[config.mk]
export PLATFORM = sky130hd
export DESIGN_NAME = instr_mem_loader
export DESIGN_NICKNAME = d
export VERILOG_FILES = /design/src/rtl/instr_mem_loader.sv
export SDC_FILE = /design/constraint.sdc
export NUM_CORES = 1
export LEC_CHECK = 0
export ABC_CLOCK_PERIOD_IN_PS = 2600
export BUFFER_PORTS_ARGS = -buffer_cell sky130_fd_sc_hd__buf_2
export CAP_MARGIN = 30
export CORE_AREA = 3 3 87 89
export CTS_CLUSTER_DIAMETER = 60
export DETAILED_ROUTE_END_ITERATION = 8
export DIE_AREA = 0 0 90 92
export GPL_ROUTABILITY_DRIVEN = 0
export HOLD_SLACK_MARGIN = 0.12
export PLACE_DENSITY = 0.78
export SLEW_MARGIN = 20
export SYNTH_ARGS = -nofsm -noshare
export SYNTH_HDL_FRONTEND = slang
export SYNTH_SLANG_ARGS = --single-unit
[constraint.sdc]
create_clock -name clock -period 2.6 [get_ports clock]
set_clock_uncertainty 0.15 [all_clocks]
set_input_delay 0.52 -clock clock [delete_from_list [all_inputs] [get_ports clock]]
set_output_delay 0.52 -clock clock [all_outputs]
set_load 0.01 [all_outputs]
[src/rtl/instr_mem_loader.sv]
// instr_mem_loader
// ----------------
// Sequencer and port arbiter for a 256 x 32-bit synchronous instruction RAM.
// In IDLE the CPU fetch address passes straight to the RAM, and the RAM read
// data passes straight back to the CPU. A load_start request stalls the CPU
// and takes over the RAM write port. The block then receives a byte-stream
// program, writes it, and checks it:
//   count byte N (0 means 256), 4N data bytes (MSB of each word first),
//   and one checksum byte (the XOR of all data bytes).
//
// Ports
//   clock            system clock, rising edge
//   reset_n          asynchronous active-low reset
//   cpu_address      CPU fetch address
//   cpu_instruction  fetched instruction, NOP (0) whenever not IDLE
//   cpu_stall        high while a load runs or after a failed load
//   load_start       single-cycle load request (IDLE / ERROR only)
//   load_data        stream byte
//   load_valid       load_data valid
//   load_ready       byte accepted when load_valid && load_ready
//   load_done        one-cycle pulse on the first IDLE cycle after a good load
//   load_error       level, set on checksum mismatch, cleared by load_start
//   mem_address      RAM address (CPU in IDLE, loader otherwise)
//   mem_wdata        RAM write data
//   mem_we           RAM write strobe, one cycle per word
//   mem_rdata        RAM read data, one cycle after mem_address
module instr_mem_loader #(
  parameter logic [7:0] BASE_ADDR = 8'd0
) (
  input  logic        clock,
  input  logic        reset_n,
  input  logic [7:0]  cpu_address,
  output logic [31:0] cpu_instruction,
  output logic        cpu_stall,
  input  logic        load_start,
  input  logic [7:0]  load_data,
  input  logic        load_valid,
  output logic        load_ready,
  output logic        load_done,
  output logic        load_error,
  output logic [7:0]  mem_address,
  output logic [31:0] mem_wdata,
  output logic        mem_we,
  input  logic [31:0] mem_rdata
);

  typedef enum logic [2:0] {
    S_IDLE,
    S_COUNT,
    S_DATA,
    S_WRITE,
    S_CHECK,
    S_ERROR
  } state_e;

  state_e      state_q,  state_d;
  logic [7:0]  waddr_q,  waddr_d;   // next RAM address to write
  logic [8:0]  remain_q, remain_d;  // words still to write, up to 256
  logic [7:0]  acc_q,    acc_d;     // running XOR of data bytes
  logic [31:0] word_q,   word_d;    // word being assembled, MSB first
  logic [1:0]  bidx_q,   bidx_d;    // bytes of the current word received
  logic        done_q,   done_d;
  logic        error_q,  error_d;

  logic        xfer;

  assign xfer       = load_valid && load_ready;
  assign mem_wdata  = word_q;
  assign load_done  = done_q;
  assign load_error = error_q;

  always_ff @(posedge clock or negedge reset_n) begin
    if (!reset_n) begin
      state_q  <= S_IDLE;
      waddr_q  <= '0;
      remain_q <= '0;
      acc_q    <= '0;
      word_q   <= '0;
      bidx_q   <= '0;
      done_q   <= 1'b0;
      error_q  <= 1'b0;
    end else begin
      state_q  <= state_d;
      waddr_q  <= waddr_d;
      remain_q <= remain_d;
      acc_q    <= acc_d;
      word_q   <= word_d;
      bidx_q   <= bidx_d;
      done_q   <= done_d;
      error_q  <= error_d;
    end
  end

  always_comb begin
    state_d  = state_q;
    waddr_d  = waddr_q;
    remain_d = remain_q;
    acc_d    = acc_q;
    word_d   = word_q;
    bidx_d   = bidx_q;
    done_d   = 1'b0;
    error_d  = error_q;

    // Loader owns the RAM port and the CPU sees NOPs everywhere but IDLE.
    cpu_stall       = 1'b1;
    cpu_instruction = '0;
    mem_address     = waddr_q;
    mem_we          = 1'b0;
    load_ready      = 1'b0;

    case (state_q)
      S_IDLE: begin
        cpu_stall       = 1'b0;
        mem_address     = cpu_address;
        cpu_instruction = mem_rdata;
        if (load_start) begin
          error_d = 1'b0;
          state_d = S_COUNT;
        end
      end

      S_COUNT: begin
        load_ready = 1'b1;
        if (xfer) begin
          // A count byte of zero encodes a full 256-word image.
          remain_d = (load_data == 8'd0) ? 9'd256 : {1'b0, load_data};
          waddr_d  = BASE_ADDR;
          acc_d    = '0;
          bidx_d   = '0;
          state_d  = S_DATA;
        end
      end

      S_DATA: begin
        load_ready = 1'b1;
        if (xfer) begin
          word_d = {word_q[23:0], load_data};
          acc_d  = acc_q ^ load_data;
          bidx_d = bidx_q + 2'd1;
          if (bidx_q == 2'd3) begin
            state_d = S_WRITE;
          end
        end
      end

      S_WRITE: begin
        mem_we   = 1'b1;
        waddr_d  = waddr_q + 8'd1;
        remain_d = remain_q - 9'd1;
        state_d  = (remain_q == 9'd1) ? S_CHECK : S_DATA;
      end

      S_CHECK: begin
        load_ready = 1'b1;
        if (xfer) begin
          if (load_data == acc_q) begin
            done_d  = 1'b1;
            state_d = S_IDLE;
          end else begin
            error_d = 1'b1;
            state_d = S_ERROR;
          end
        end
      end

      S_ERROR: begin
        if (load_start) begin
          error_d = 1'b0;
          state_d = S_COUNT;
        end
      end

      default: begin
        state_d = S_IDLE;
      end
    endcase
  end

endmodule

==> results.yml <==
outcome:
  status: "finished clean"
die:
  std_cell_rows: 30
  initial_core_util_pct: 48.4
  dieArea_um2: 8280
  die_height_um: 92
  coreArea_um2: 6830
  num_io_pins: 129
  die_w_um: 90
finish:
  syn_to_final_growth_pct: 29.8
  diodes: 0
  fillers: 559
  stdcell_count: 604
  fin_nets: 559
  final_layout_size_suffix_gt1_share_pct: 34.4
sta:
  relSlewSlack_pct: 58.2
  hold_viol_final: 0
  grt_setup_unrepaired: "no"
  max_freq_ghz: 0.396
  tightest_slew_ns: 0.624
  finalSetupViolCount: 0
  period_share_pct: 97.1
  tns_ns: 0
  fin_crit_ns: 2.52
  slew_violations: 0
setup_path:
  endpoint_kind: "output pin"
  required_ns: 1.93
  cp_data_arrival_time_ns: 1.85
  worst_setup_path_start_kind: "flip-flop"
  cp_max_fo: 15
  slowest_stage: "dfrtp_2"
  crit_chain: "nor3_4 > buf_4 > mux2_2 > buf_2"
  max_stage_delay_ns: 0.51
  crit_start: "state_q[2]$_DFFE_PN0P_"
  r2r-start: "state_q[0]$_DFFE_PN0P_"
  path_class: "reg -> out"
drt:
  vias_per_cell: 5.12
  drtPass1Iterations: 4
  routedWlPerCell_um: 13.8
  wl_um: 8350
  vias: 3094
  drc: 0
  first_iter_violations: 166
  drtAntennaViolNets: 0
min_path:
  min_path_type: "in -> reg"
  min_from: "load_data[2]"
placement:
  portBuffers: 128
  dpl.cell_count: 583
  dpl.hpwl_um: 6070
synthesis:
  synth_ff_type: "dfrtp_1"
  syn-num-nets: 426
  yosysWarnings: 0
  synth_area_leader_cell: "dfrtp_1"
  async_reset_ff_share_pct: 100
  postSynthAreaPerCell_um2: 8.93
  yosys.area.top_type_share_pct: 48.5
  yosys-top-cells-count: "nand2_1 (113), dfrtp_1 (64), and2_1 (32)"
  ys_ff_latch: 64
  synth_edf_count: 0
  seq_area_frac_synth_pct: 48.5
  syn_inst: 370
  yosysMostFrequentCell: "nand2_1"
  ys_top_cells_by_area: "dfrtp_1 (48%), nand2_1 (13%), and2_1 (6.1%)"
  netlist_area_um2: 3300
  ys_types: 49
clock_network:
  clock-root-buffer: "clkbuf_8"
  cts_tree: "yes"
  cts-htree-levels: 3
  cts.sinks: 64
  cts_buffers: 9
  clkTransAtPathRegs_ns: 0.08
  worstSkewPairLatency_ns: 0.35
  clk_path_buf_depth: 2
flow_run:
  cap_violations: 0
global_routing:
  antenna_found_initial: 0
  grt_pass1_vias: 2942
  grt_start_max_net_pins: 65
  grt_pass1_wl_um: 14000
  grt_overflow: 0
  gr-usage-all-layers_pct: 20.5
power_and_ir_drop:
  ir_drop_mv: 0.746
  p_per_area_nw_per_um2: 1080
  total_power_mw: 4.62
  cellLeakagePower_nw: 2.34
-- worst max-delay path: cells and delay by family, from the launching register on --
| family | cells | cell delay [ns] |
|---|---|---|
| muxes | 1 | 0.33 |
| buffers and inverters | 2 | 0.34 |
| DFF | 1 | 0.51 |
| and+or+nand+nor | 1 | 0.32 |
-- cell type report --
class / instances / area (µm²) / area share, %
inverter: 5 / 18.8 / 0.438
multi-input combinational: 281 / 1580 / 36.9
sequential: 64 / 1600 / 37.4
timing repair buffer: 142 / 761 / 17.7
clock buffer: 9 / 124 / 2.89
clock inverter: 7 / 78.8 / 1.84
tap: 96 / 120 / 2.80
-- layout by cell type (no fill, tap or decap), types with 9 or more instances in the layout --
cell type,netlist,final
buf_2,8,128
nand2_1,113,113
dfrtp_1,64,63
and2_1,32,32
o21ai_0,29,29
nor2_1,16,16
buf_4,4,12
xor2_1,9,9
nand3_1,9,9
clkbuf_8,0,9
-- layer usage --
layer | track usage, % | wire [µm]
met2 | 34.0 | 4090
met5 | 0 | 0
met3 | 5.99 | 643
met4 | 7.40 | 114
met1 | 25.6 | 3500
-- timing repair --
| action | 4_1_cts | 5_1_grt |
|---|---|---|
| setup endpoints to repair | 0 | 40 |
| buffers inserted | 0 | 4 |
| gates resized for setup | 0 | 1 |
| hold buffers | 1 | 0 |
| hold endpoints to repair | 64 | 0 |
-- where the power goes --
part | total, mW | switching [mW] | internal (mW)
clock network | 0.877 | 0.425 | 0.452
registers | 1.76 | 0.353 | 1.41
logic | 1.98 | 1.14 | 0.844
-- state kept, by name, summed over array words and instances (netlist names) --
signal / count
load_error: 1
bidx_q: 2
load_done: 1
remain_q: 9
mem_wdata: 32
waddr_q: 8
state_q: 3
acc_q: 8
-- cell families (layout without fill, tap and decap cells) --
family                     Yosys count  in the layout  share of synthesized area (%)
muxes                                8              8                           2.73
and+or+nand+nor                    197            197                           29.0
AOI/OAI and AO/OA                   61             61                           11.5
buffers and inverters               25            163                           3.82
adders and majority gates            4              4                           1.51
xor gates and xnor gates            11             11                           2.92
DFF                                 64             64                           48.5
-- metrics by stage --
step           util [%]  area [µm²]  setup slack (ns)  hold slack, ns
6_report           62.8        4290            0.0750           0.296
5_1_grt            62.8        4290            0.0144           0.319
4_1_cts            62.3        4260            0.0372           0.286
3_5_place_dp       59.2        4040             0.398           0.308
3_3_place_gp       59.2        4040             0.471           0.303
2_1_floorplan         -        3300             0.561          0.0744
-- final timing paths --
kind,cells after the start,end,slack [ns]
min in group asynchronous,3,waddr_q[0]$_DFFE_PN0P_,0.55
setup reg to reg,5,mem_wdata[4]$_DFFE_PN0P_,0.55
hold / removal,3,remain_q[2]$_DFFE_PN0P_,0.30
hold reg to reg,2,mem_wdata[27]$_DFFE_PN0P_,0.33
max in group asynchronous,3,state_q[2]$_DFFE_PN0P_,1.45
setup / recovery,4,mem_address[0],0.08
Power figures use the tool's default switching activity.
